## config.mk

```make
export PLATFORM = sky130hd
export DESIGN_NAME = maple_tx_scheduler
export DESIGN_NICKNAME = d
export VERILOG_FILES = /design/src/rtl/maple_tx_scheduler.sv
export SDC_FILE = /design/constraint.sdc
export NUM_CORES = 1
export LEC_CHECK = 0
export BUFFER_PORTS_ARGS = -buffer_cell sky130_fd_sc_hd__clkbuf_2
export CAP_MARGIN = 20
export CORE_MARGIN = 2
export CORE_UTILIZATION = 35
export CTS_CLUSTER_SIZE = 25
export DETAILED_ROUTE_END_ITERATION = 8
export PLACE_DENSITY = 0.54
export SETUP_SLACK_MARGIN = 0.05
export SLEW_MARGIN = 20
export SYNTH_ARGS = -nofsm -noshare
export SYNTH_HDL_FRONTEND = slang
export SYNTH_SLANG_ARGS = --single-unit
```

## constraint.sdc

```tcl
create_clock -name clk -period 2.2 [get_ports clk]
set_input_delay 0.11 -clock clk [delete_from_list [all_inputs] [get_ports clk]]
set_output_delay 0.11 -clock clk [all_outputs]
set_load 0.01 [all_outputs]
```

## src/rtl/maple_tx_scheduler.sv

```systemverilog
// Round-robin frame scheduler for the Maple output path: grants one of four
// requesters, sequences START / byte stream / END, then waits for bus idle and a turnaround gap.
module maple_tx_scheduler #(
   parameter int TURN_TICKS = 16,
   parameter int WD_TICKS   = 255
) (
   input  logic        clk,
   input  logic        rst,
   input  logic        enable,
   input  logic        tick,
   input  logic [3:0]  req,
   input  logic [31:0] req_len,
   input  logic [7:0]  src_data,
   input  logic        src_valid,
   output logic        src_ready,
   output logic [3:0]  grant,
   output logic [3:0]  done,
   output logic        err_timeout,
   output logic        busy,
   output logic [1:0]  port_select,
   output logic        trigger_start,
   output logic        trigger_end,
   output logic [7:0]  fifo_data,
   output logic        fifo_produce,
   input  logic        fifo_ready,
   input  logic        bus_oe,
   input  logic        start_active,
   input  logic        end_active
);

   typedef enum logic [2:0] {
      ST_IDLE, ST_SETUP, ST_START, ST_STREAM, ST_END, ST_DRAIN, ST_TURN, ST_DONE
   } state_t;

   localparam bit          SKIP_TURN = (TURN_TICKS == 0);
   localparam logic [15:0] TURN_LIM  = 16'(TURN_TICKS);
   localparam logic [8:0]  WD_LIM    = 9'(WD_TICKS);

   state_t      state_reg, state_next;
   logic [3:0]  grant_reg, grant_next;
   logic [1:0]  port_reg, port_next;
   logic [1:0]  ptr_reg, ptr_next;
   logic [7:0]  remain_reg, remain_next;
   logic        err_reg, err_next;
   logic [7:0]  wd_reg, wd_next;
   logic [15:0] turn_reg, turn_next;

   // Candidate ports in priority order: pointer+1 first, the last owner last.
   logic [1:0] cand_port [4];
   logic [3:0] cand_req;
   genvar gi;
   generate
      for (gi = 0; gi < 4; gi++) begin : g_cand
         assign cand_port[gi] = ptr_reg + 2'(gi + 1);
         assign cand_req[gi]  = req[cand_port[gi]];
      end
   endgenerate

   logic [1:0] win_port;
   logic       win_valid;
   logic [7:0] win_len;
   always_comb begin
      win_port  = cand_port[0];
      win_valid = |cand_req;
      for (int i = 3; i >= 0; i--) begin
         if (cand_req[i]) win_port = cand_port[i];
      end
      win_len = req_len[{win_port, 3'b000} +: 8];
   end

   logic xfer;
   logic bus_idle;
   logic wd_hit;
   logic turn_hit;
   assign src_ready    = (state_reg == ST_STREAM) && fifo_ready && (remain_reg != 8'd0);
   assign xfer         = src_ready && src_valid;
   assign fifo_produce = xfer;
   assign fifo_data    = src_data;
   assign bus_idle     = !bus_oe && !start_active && !end_active;
   assign wd_hit       = tick && (({1'b0, wd_reg} + 9'd1) == WD_LIM);
   assign turn_hit     = tick && ((turn_reg + 16'd1) == TURN_LIM);

   always_comb begin
      state_next  = state_reg;
      grant_next  = grant_reg;
      port_next   = port_reg;
      ptr_next    = ptr_reg;
      remain_next = remain_reg;
      err_next    = err_reg;
      wd_next     = wd_reg;
      turn_next   = turn_reg;
      case (state_reg)
         ST_IDLE: begin
            if (enable && win_valid) begin
               grant_next  = 4'b0001 << win_port;
               port_next   = win_port;
               remain_next = win_len;
               err_next    = 1'b0;
               state_next  = ST_SETUP;
            end
         end
         ST_SETUP: state_next = ST_START;
         ST_START: state_next = ST_STREAM;
         ST_STREAM: begin
            if (xfer) remain_next = remain_reg - 8'd1;
            // Leave straight after the last byte so END follows it by one cycle.
            if (remain_reg == 8'd0 || (xfer && remain_reg == 8'd1)) state_next = ST_END;
         end
         ST_END: begin
            wd_next    = 8'd0;
            state_next = ST_DRAIN;
         end
         ST_DRAIN: begin
            if (bus_idle) begin
               turn_next  = 16'd0;
               state_next = SKIP_TURN ? ST_DONE : ST_TURN;
            end else if (tick) begin
               wd_next = wd_reg + 8'd1;
               if (wd_hit) begin
                  err_next   = 1'b1;
                  turn_next  = 16'd0;
                  state_next = SKIP_TURN ? ST_DONE : ST_TURN;
               end
            end
         end
         ST_TURN: begin
            if (tick) begin
               turn_next = turn_reg + 16'd1;
               if (turn_hit) state_next = ST_DONE;
            end
         end
         ST_DONE: begin
            ptr_next   = port_reg;
            grant_next = 4'b0000;
            state_next = ST_IDLE;
         end
         default: state_next = ST_IDLE;
      endcase
   end

   always_ff @(posedge clk or negedge rst) begin
      if (!rst) begin
         state_reg  <= ST_IDLE;
         grant_reg  <= 4'b0000;
         port_reg   <= 2'd0;
         ptr_reg    <= 2'd3;
         remain_reg <= 8'd0;
         err_reg    <= 1'b0;
         wd_reg     <= 8'd0;
         turn_reg   <= 16'd0;
      end else begin
         state_reg  <= state_next;
         grant_reg  <= grant_next;
         port_reg   <= port_next;
         ptr_reg    <= ptr_next;
         remain_reg <= remain_next;
         err_reg    <= err_next;
         wd_reg     <= wd_next;
         turn_reg   <= turn_next;
      end
   end

   assign grant         = grant_reg;
   assign port_select   = port_reg;
   assign err_timeout   = err_reg;
   assign busy          = (state_reg != ST_IDLE);
   assign trigger_start = (state_reg == ST_START);
   assign trigger_end   = (state_reg == ST_END);
   assign done          = (state_reg == ST_DONE) ? grant_reg : 4'b0000;

endmodule
```

### Word-level counts from Yosys, hierarchy flattened

Cells that the tools add are included.

| operators by class | value |
|---|---|
| $add $sub $neg | 7 |
| magnitude comparators | 4 |
| eq/ne operators | 20 |
| shifts and indexed selects | 2 |
| muxes and demuxes | 39 |
| reductions and logical operators | 30 |

Operators with widths:

| kind | count |
|---|---|
| 16-bit two-way mux | 4 |
| 8-bit two-way mux | 4 |
| 16-bit case mux with 2 select lines | 1 |
| 8-bit case mux with 2 select lines | 2 |
| 32-bit by 6-bit variable part select with 8-bit output | 1 |
| 3-bit case mux with 8 select lines | 1 |
| 3-bit two-way mux | 7 |
| 16-bit by 1-bit adder with 16-bit output, second input constant | 1 |
| 16-bit by 5-bit equality test with 1-bit output, second input constant | 1 |
| 2-bit inequality test, second input constant | 7 |
| 3-bit equality test, second input constant | 4 |
| 2-bit by 3-bit less-than comparator with 1-bit output, second input constant | 4 |
| 2-bit nonzero test | 5 |
| 8-bit by 1-bit adder with 9-bit output, second input constant | 1 |
| 9-bit by 8-bit equality test with 1-bit output, second input constant | 1 |
| 1-bit logical AND | 9 |
| 8-bit by 1-bit adder with 8-bit output, second input constant | 1 |
| 1-bit binary-select mux with 2-bit select | 4 |
| 8-bit by 1-bit equality test with 1-bit output, second input constant | 1 |
| 8-bit logical NOT | 1 |
| 1-bit two-way mux | 8 |
| 2-bit two-way mux | 4 |
| 4-bit two-way mux | 2 |
| 4-bit case mux with 2 select lines | 1 |
| other kinds (20) | 27 |

| storage, ports and cells | value |
|---|---|
| flip-flop bits (word level) | 44 |
| output and inout bits | 24 |
| logic and storage cells | 110 |

### Logic depth before layout (Yosys ltp)

Gate-level depths: netlist of the first run.

| depth | value |
|---|---|
| word-level depth | 9 |
| mapped depth | 9 |

### Least setup slack after synthesis of the first run

Ideal clock, no wire load.

| timing path | value |
|---|---|
| path kind | register -> register |
| start point | register wd_reg[0] |
| end point | register turn_reg[13] |
| setup time | 0.081 ns |
| data arrival time | 1.846 ns |
| required time | 2.119 ns |
| setup slack | 0.273 ns |
| cell stages (with the launch flop) | 9 |
| buffers on the path | 1 |
| clock period less this slack | 1.927 ns |
| cell sequence | dfrtp_1 ha_1 inv_1 a32o_1 o22ai_2 nor2b_4 o21ai_4 buf_6 a31oi_2 |

| on the way | value |
|---|---|
| longest elaborated chain between the ends | 5 |

Ends and longest elaborated chain:

| element | line | RTL |
|---|---|---|
| from (decl) | 45 | `logic [7:0] wd_reg, wd_next;` |
| from (signal assigned) | 158 | `wd_reg <= wd_next;` |
| 8-bit by 1-bit adder with 9-bit output | 80 | `assign wd_hit = tick && (({1'b0, wd_reg} + 9'd1) == WD_LIM);` |
| 9-bit by 8-bit equality test with 1-bit output | 80 |  |
| 1-bit logical AND | 80 |  |
| 3-bit inequality test (no line) | -- |  |
| 4-bit AND reduction (no line) | -- |  |
| to (signal assigned) | 159 | `turn_reg <= turn_next;` |
| to (decl) | 46 | `logic [15:0] turn_reg, turn_next;` |

No other way between the ends.
A chain may end at the register's enable or synchronous reset.

### Final worst setup path of the first run

| timing path | value |
|---|---|
| start point | register ptr_reg[0] |
| end point | register remain_reg[3] |

| on the way | value |
|---|---|
| longest elaborated chain between the ends | 9 |

Ends and longest elaborated chain:

| element | line | RTL |
|---|---|---|
| from (decl) | 42 | `logic [1:0] ptr_reg, ptr_next;` |
| from (signal assigned) | 155 | `ptr_reg <= ptr_next;` |
| 2-bit adder / 1-bit binary-select mux with 2-bit select (equally long branches) | 54, 55 |  |
| 1-bit binary-select mux with 2-bit select / 1-bit two-way mux (equally long branches) | 55 | `assign cand_req[gi] = req[cand_port[gi]];` |
| 1-bit two-way mux (implied by the code) / 2-bit two-way mux (equally long branches) | 55, 66 |  |
| 2-bit two-way mux (3 in a row) | 66 | `if (cand_req[i]) win_port = cand_port[i];` |
| 32-bit by 6-bit variable part select with 8-bit output | 68 | `win_len = req_len[{win_port, 3'b000} +: 8];` |
| 8-bit two-way mux | 94 | `if (enable && win_valid) begin` |
| 8-bit case mux with 2 select lines | 92 | `case (state_reg)` |
| to (signal assigned) | 156 | `remain_reg <= remain_next;` |
| to (decl) | 43 | `logic [7:0] remain_reg, remain_next;` |

Several ways; a longest one is shown, not always the timed one. The select of a mux whose other input is x is not followed.

==> run_results.csv, run 1 <==
group,metric,value,unit
status,outcome,"finished, final reports clean",
timing,fin_skew,0.01038,ns
placement,place_ws,0.1503,ns
synthesis,async_flop_share,1.000,
floorplanning,die_area,9844,um2
floorplanning,fp.dieH,99.22,um
floorplanning,pin_count,77,
timing,finalWorstSetupSlack,0.1993,ns
clock_network,path_clk_slew,0.09,ns
clock_network,root_buffer,"clkbuf_8",
routing,viasPerCell,5.372,
clock_network,worstSkewPairLatency,0.30,ns
clock_network,clockBufferDepth,2,
timing,fin_crit,2.001,ns
final_layout,drive_gt1_frac,0.2571,
synthesis,synth_top_family_by_area,"simple AND/OR/NAND/NOR gates",
timing,setup_viol,0,
routing,antenna_left,0,
clock_network,cts_tree,"built",
synthesis,synthAdderAreaFrac,0.02366,
final_layout,diodes,0,
synthesis,synthXorXnorAreaFrac,0.01932,
grt,grt_start_max_net_pins,45,
placement,portBuffers,60,
worst_setup_path,start_kind,"register",
final_layout,finalNonFillerCells,532,
routing,drtIter0Drc,107,
run,drv_cap,0,
timing,tightest_slew,0.5807,ns
pwr,pwr-share-seq,0.377,
pwr,ir_drop,0.4109,mV
timing,max_slew_margin,0.6129,
placement,gp_congestion,0.8912,
clock_network,cts_buffers,5,
grt,grt_pass1_vias,2617,
floorplanning,core,8763,um2
routing,wl,7496,um
worst_setup_path,critPathRequiredTime,2.39,ns
synthesis,yosys.area_share.simple,0.2516,
timing,timing.fmax,0.4998,GHz
timing,finalHoldViolCount,0,
synthesis,syn_inst,365,
synthesis,synth_compound_area_frac,0.2141,
timing,maxSlewViolCount,0,
synthesis,yosysUniqueCellTypes,63,
clock_network,htree_levels,2,
pwr,p_switching,1650,uW
synthesis,syn-num-nets,424,
worst_setup_path,worstPathMaxFanout,11,
worst_setup_path,cp-end-kind,"register",
synthesis,ys_seq_area_frac,0.3478,
synthesis,syn_avg_cell_area,8.693,um2
worst_setup_path,path_class,"reg -> reg",
synthesis,synth_area,3173,um2
timing,rsz0062_at_grt,"false",
final_layout,final_nets,482,
synthesis,ys_ff_latch,44,
pwr,total_power,3950,uW
final_layout,final_common_cell,"clkbuf_2",
routing,drt_first_pass_iters,4,
synthesis,synth_edf_count,0,
routing,vias,2858,
pwr,cellLeakagePower,0.001721,uW
grt,antenna_found_initial,0,
pwr,p_clk_frac,0.156,
synthesis,synth_ff_type,"dfrtp_1",
timing,finalSetupTns,0,ns
synthesis,yosysWarningCount,0,
floorplanning,rows,34,
grt,grt_use_total,0.1534,
placement,dp.cells,522,
clock_network,clock_sinks,44,
worst_setup_path,crit_arrival,2.19,ns
timing,finalCritPeriodShare,0.9094,
pwr,p_int,2300,uW
grt,grt_pass1_wl,12450,um
min_path,min_path_type,"in -> out",
synthesis,synth_mux_area_frac,0.08084,
pwr,netSwitchingFraction,0.4177,
final_layout,largest_reg_flops,16,
floorplanning,fp.dieW,99.22,um
routing,route.detailed.drc,0,
floorplanning,initial_core_util,0.3621,
placement,dp.final_hpwl,5472,um
pwr,powerDensity,1067,nW/um2
timing,holdWs,0.2200,ns
grt,grt.overflow.total,0,
final_layout,syn_to_final_growth,16.72,%
routing,wl_per_cell,14.09,um
final_layout,final_cell_mix,"clkbuf_2 (60), nand2_1 (47), dfrtp_1 (40)",
pwr,pwr-share-comb,0.467,
==> cell usage after synthesis, drive strengths merged (6+ instances only) <==
| cell | n | area, um2 |
|---|---|---|
| and2 | 8 | 50.05 |
| a31oi | 14 | 100.1 |
| nand4 | 8 | 50.05 |
| nor2 | 27 | 103.9 |
| buf | 19 | 135.1 |
| and3 | 9 | 56.30 |
| nand2 | 48 | 182.7 |
| nand3 | 22 | 110.1 |
| ha | 6 | 75.07 |
| dfrtp | 42 | 1051 |
| nor3 | 12 | 60.06 |
| clkbuf | 6 | 22.52 |
| inv | 11 | 41.29 |
| mux2i | 20 | 200.2 |
| a21oi | 16 | 80.08 |
| o21ai | 20 | 111.4 |
==> cell families (layout without fill, tap and decap cells) <==
| kind of cell | Yosys count | after routing |
|---|---|---|
| AO/OA/AOI/OAI | 91 | 91 |
| XOR/XNOR | 7 | 7 |
| adder cells (fa/ha/maj) | 6 | 6 |
| buffers and inverters | 36 | 95 |
| flip-flops | 44 | 44 |
| multiplexers | 25 | 25 |
| AND/OR/NAND/NOR | 156 | 156 |
==> final timing paths <==
check	start	endpoint	slack [ns]	cells after the start
hold reg to reg	ptr_reg[0]$_DFFE_PN1P_	ptr_reg[0]$_DFFE_PN1P_	0.50	2
max in group asynchronous	rst	wd_reg[0]$_DFFE_PN0P_	1.34	3
setup / recovery	ptr_reg[0]$_DFFE_PN1P_	remain_reg[3]$_DFFE_PN0P_	0.20	6
setup reg to reg	ptr_reg[0]$_DFFE_PN1P_	remain_reg[3]$_DFFE_PN0P_	0.20	6
min in group asynchronous	rst	remain_reg[1]$_DFFE_PN0P_	0.44	3
hold / removal	src_data[4]	fifo_data[4]	0.22	0
==> critical path, stage by stage (launching register included) <==
cell	delay, ns
dfstp_2	0.58
nand2b_1	0.16
a31oi_1	0.11
a211oi_2	0.24
inv_1	0.27
mux2i_1	0.19
a221o_1	0.35
==> what timing repair did <==
| action | in CTS | in global routing |
|---|---|---|
| gates resized for setup | 0 | 5 |
| buffers inserted | 0 | 1 |
| setup endpoints to repair | 0 | 17 |
| hold buffers | 1 | 0 |
| hold endpoints to repair | 42 | 0 |
==> metrics by stage <==
step / area, um2 / utilization
floorplan: 3173 / -
global placement: 3568 / 0.4072
detailed placement: 3568 / 0.4072
CTS: 3686 / 0.4206
global route: 3704 / 0.4226
finish: 3704 / 0.4226
==> power by group through the flow <==
stage	sequential (uW)	clock [uW]	combinational (uW)
2_1_floorplan	1380	0	1440
3_3_place_gp	1480	0	1800
3_5_place_dp	1490	0	1830
4_1_cts	1480	641	1830
5_1_grt	1550	680	2070
6_report	1490	615	1840
==> area by class of cell <==
type                    instances  area [um2]
fillers                       866        5060
multi-input cells             285        1874
flip-flops and latches         44        1106
repair buffers                 76       439.2
well taps                     108       135.1
clock buffers                   6       72.57
inverters                      11       41.29
clock inverters                 2       35.03
==> routing by layer <==
metal,share of wire,global-route usage
met1,0.48,0.2100
met3,0.046,0.03022
met5,0,0
met2,0.46,0.2443
met4,0.015,0.05058
No activity file was read; power rests on OpenSTA's default activity.
==> inputs of run 2 (changes only) <==
- CORE_ASPECT_RATIO: not set -> 0.5
==> run 2 against run 1 <==
- routed wire length rose by 0.83%
- sequential share of layout area fell by 0.73 points
- critical path type unchanged
- final area rose by 2.4%
- critical endpoint is now state_reg[2]$_DFFE_PN0P_
- flip-flop and latch count did not move
- worst hold slack got worse by 0.023 ns
- maximum frequency fell by 1.4%
- highest routed layer unchanged
- final cell count rose by 2.6%
==> run_results.csv, run 2 (synthesis gave the netlist of run 1 again) <==
group,metric,value,unit
worst_setup_path,cp-endpoint,"state_reg[2]$_DFFE_PN0P_",
clock_network,cts_buffers,5,
timing,fin_crit,2.030,ns
worst_setup_path,start_kind,"register",
placement,place_ws,0.1043,ns
worst_setup_path,crit_chain,"inv_1, ha_1, nand4_1, a2111oi_4, o22ai_2, buf_4, a221oi_2, nand3_1, xnor2_1",
routing,vias,2845,
final_layout,final_common_cell,"clkbuf_2",
worst_setup_path,worstPathMaxFanout,7,
final_layout,fillers,897,
status,outcome,"finished, final reports clean",
grt,use_met2,0.2492,
placement,dp.cells,537,
worst_setup_path,r2r_slack,0.17,ns
worst_setup_path,crit_start,"wd_reg[0]$_DFFE_PN0P_",
clock_network,clockBufferDepth,2,
worst_setup_path,crit_path_max_incr_delay,0.44,ns
floorplanning,core,8768,um2
final_layout,largest_reg_flops,16,
pwr,powerDensity,1080,nW/um2
routing,antenna_left,0,
clock_network,worstSkewPairLatency,0.29,ns
timing,finalSetupTns,0,ns
final_layout,drive_gt1_frac,0.2681,
timing,fin_skew,0.004806,ns
routing,drtIter0Drc,216,
timing,rsz0062_at_grt,"true",
grt,grt_pass1_wl,12900,um
timing,finalCritPeriodShare,0.9226,
pwr,ir_drop,0.4378,mV
timing,maxSlewViolCount,0,
clock_network,path_clk_slew,0.06,ns
floorplanning,rows,24,
routing,drt_first_pass_iters,4,
floorplanning,pin_count,77,
timing,max_slew_margin,0.6811,
routing,route.detailed.drc,0,
grt,antenna_found_initial,0,
floorplanning,die_area,9890,um2
routing,wl_per_cell,13.84,um
timing,tightest_slew,0.4765,ns
floorplanning,initial_core_util,0.3619,
grt,grt.overflow.total,0,
grt,gr-max-usage-layer,"met2",
clock_network,post_cts_buffers,0,
routing,viasPerCell,5.211,
final_layout,regArea,1105,um2
placement,portBuffers,60,
final_layout,fin_area,3792,um2
worst_setup_path,cp_slowest_cell,"dfrtp_1",
run,drv_cap,0,
timing,finalHoldViolCount,0,
worst_setup_path,crit_arrival,2.20,ns
clock_network,root_buffer,"clkbuf_16",
floorplanning,fp.dieW,138.7,um
final_layout,multi_input_area,1878,um2
clock_network,clock_sinks,44,
pwr,cellLeakagePower,0.001765,uW
placement,dp.final_hpwl,5523,um
final_layout,finalNonFillerCells,546,
worst_setup_path,cp-end-kind,"register",
final_layout,final_nets,487,
placement,placed_area,3625,um2
worst_setup_path,r2r-start,"wd_reg[0]$_DFFE_PN0P_",
final_layout,final_cell_mix,"clkbuf_2 (60), nand2_1 (47), dfrtp_1 (41)",
grt,grt_pass1_vias,2654,
timing,timing.fmax,0.4927,GHz
final_layout,syn_to_final_growth,19.52,%
grt,grt_use_total,0.1583,
grt,grtUsageMet1,0.2277,
clock_network,htree_levels,2,
timing,finalWorstSetupSlack,0.1703,ns
worst_setup_path,ff2ff_path_depth,9,
clock_network,cts_tree,"built",
routing,wl,7558,um
final_layout,diodes,0,
timing,setup_viol,0,
timing,holdWs,0.1968,ns
placement,gp_congestion,0.8526,
floorplanning,fp.dieH,71.33,um
min_path,min_path_type,"in -> async",
worst_setup_path,critPathRequiredTime,2.37,ns
worst_setup_path,r2r_end,"state_reg[2]$_DFFE_PN0P_",
grt,grtUsageMet3,0.03275,
grt,grt_start_max_net_pins,26,
worst_setup_path,path_class,"reg -> reg",
==> run 2: area by class of cell <==
type,instances,share of cell area
clock inverter,2,0.002639
timing repair buffer,81,0.1247
tap,117,0.03860
clock buffer,6,0.03662
multi-input combinational,285,0.4952
inverter,11,0.01089
sequential,44,0.2913
==> run 2: metal layers <==
layer | up-vias | wire length [um]
li1 | 1453 | -
met1 | 1316 | 3900
met2 | 69 | 3238
met3 | 7 | 367
met4 | 0 | 51
met5 | - | 0
==> run 2: through the flow <==
step / util / power, uW
6_report: 0.4325 / 4097
5_1_grt: 0.4325 / 4442
4_1_cts: 0.4315 / 4130
3_5_place_dp: 0.4134 / 3340
3_3_place_gp: 0.4134 / 3339
2_1_floorplan: - / 2814
==> run 2: power by group <==
group / internal, uW / total, uW / switching [uW]
Combinational: 853 / 1850 / 998
Clock: 448 / 764 / 316
Sequential: 1110 / 1480 / 375
==> run 2: critical path, delay by kind of cell, from the launching register on <==
| kind | cells | cell delay [ns] |
|---|---|---|
| AO/OA/AOI/OAI | 3 | 0.66 |
| buffers and inverters | 2 | 0.23 |
| flip-flops | 1 | 0.44 |
| adder cells (fa/ha/maj) | 1 | 0.13 |
| AND/OR/NAND/NOR | 2 | 0.30 |
| XOR/XNOR | 1 | 0.13 |
==> run 2: worst min path at each step <==
stage,end,from,depth (start not counted),slack (ns)
finish,turn_reg[0]$_DFFE_PN0P_,rst,2,0.20
floorplan,err_timeout$_DFFE_PN0P_,rst,0,-0.19
global placement,wd_reg[1]$_DFFE_PN0P_,rst,1,-0.03
CTS,wd_reg[1]$_DFFE_PN0P_,rst,2,0.20
detailed placement,wd_reg[1]$_DFFE_PN0P_,rst,1,-0.03
global route,wd_reg[5]$_DFFE_PN0P_,rst,2,0.22
==> run 2: what timing repair did <==
item / CTS / global route
gates resized for setup: 0 / 4
endpoints found under the hold margin: 19 / 0
hold buffers: 1 / 0
setup endpoints to repair: 0 / 17
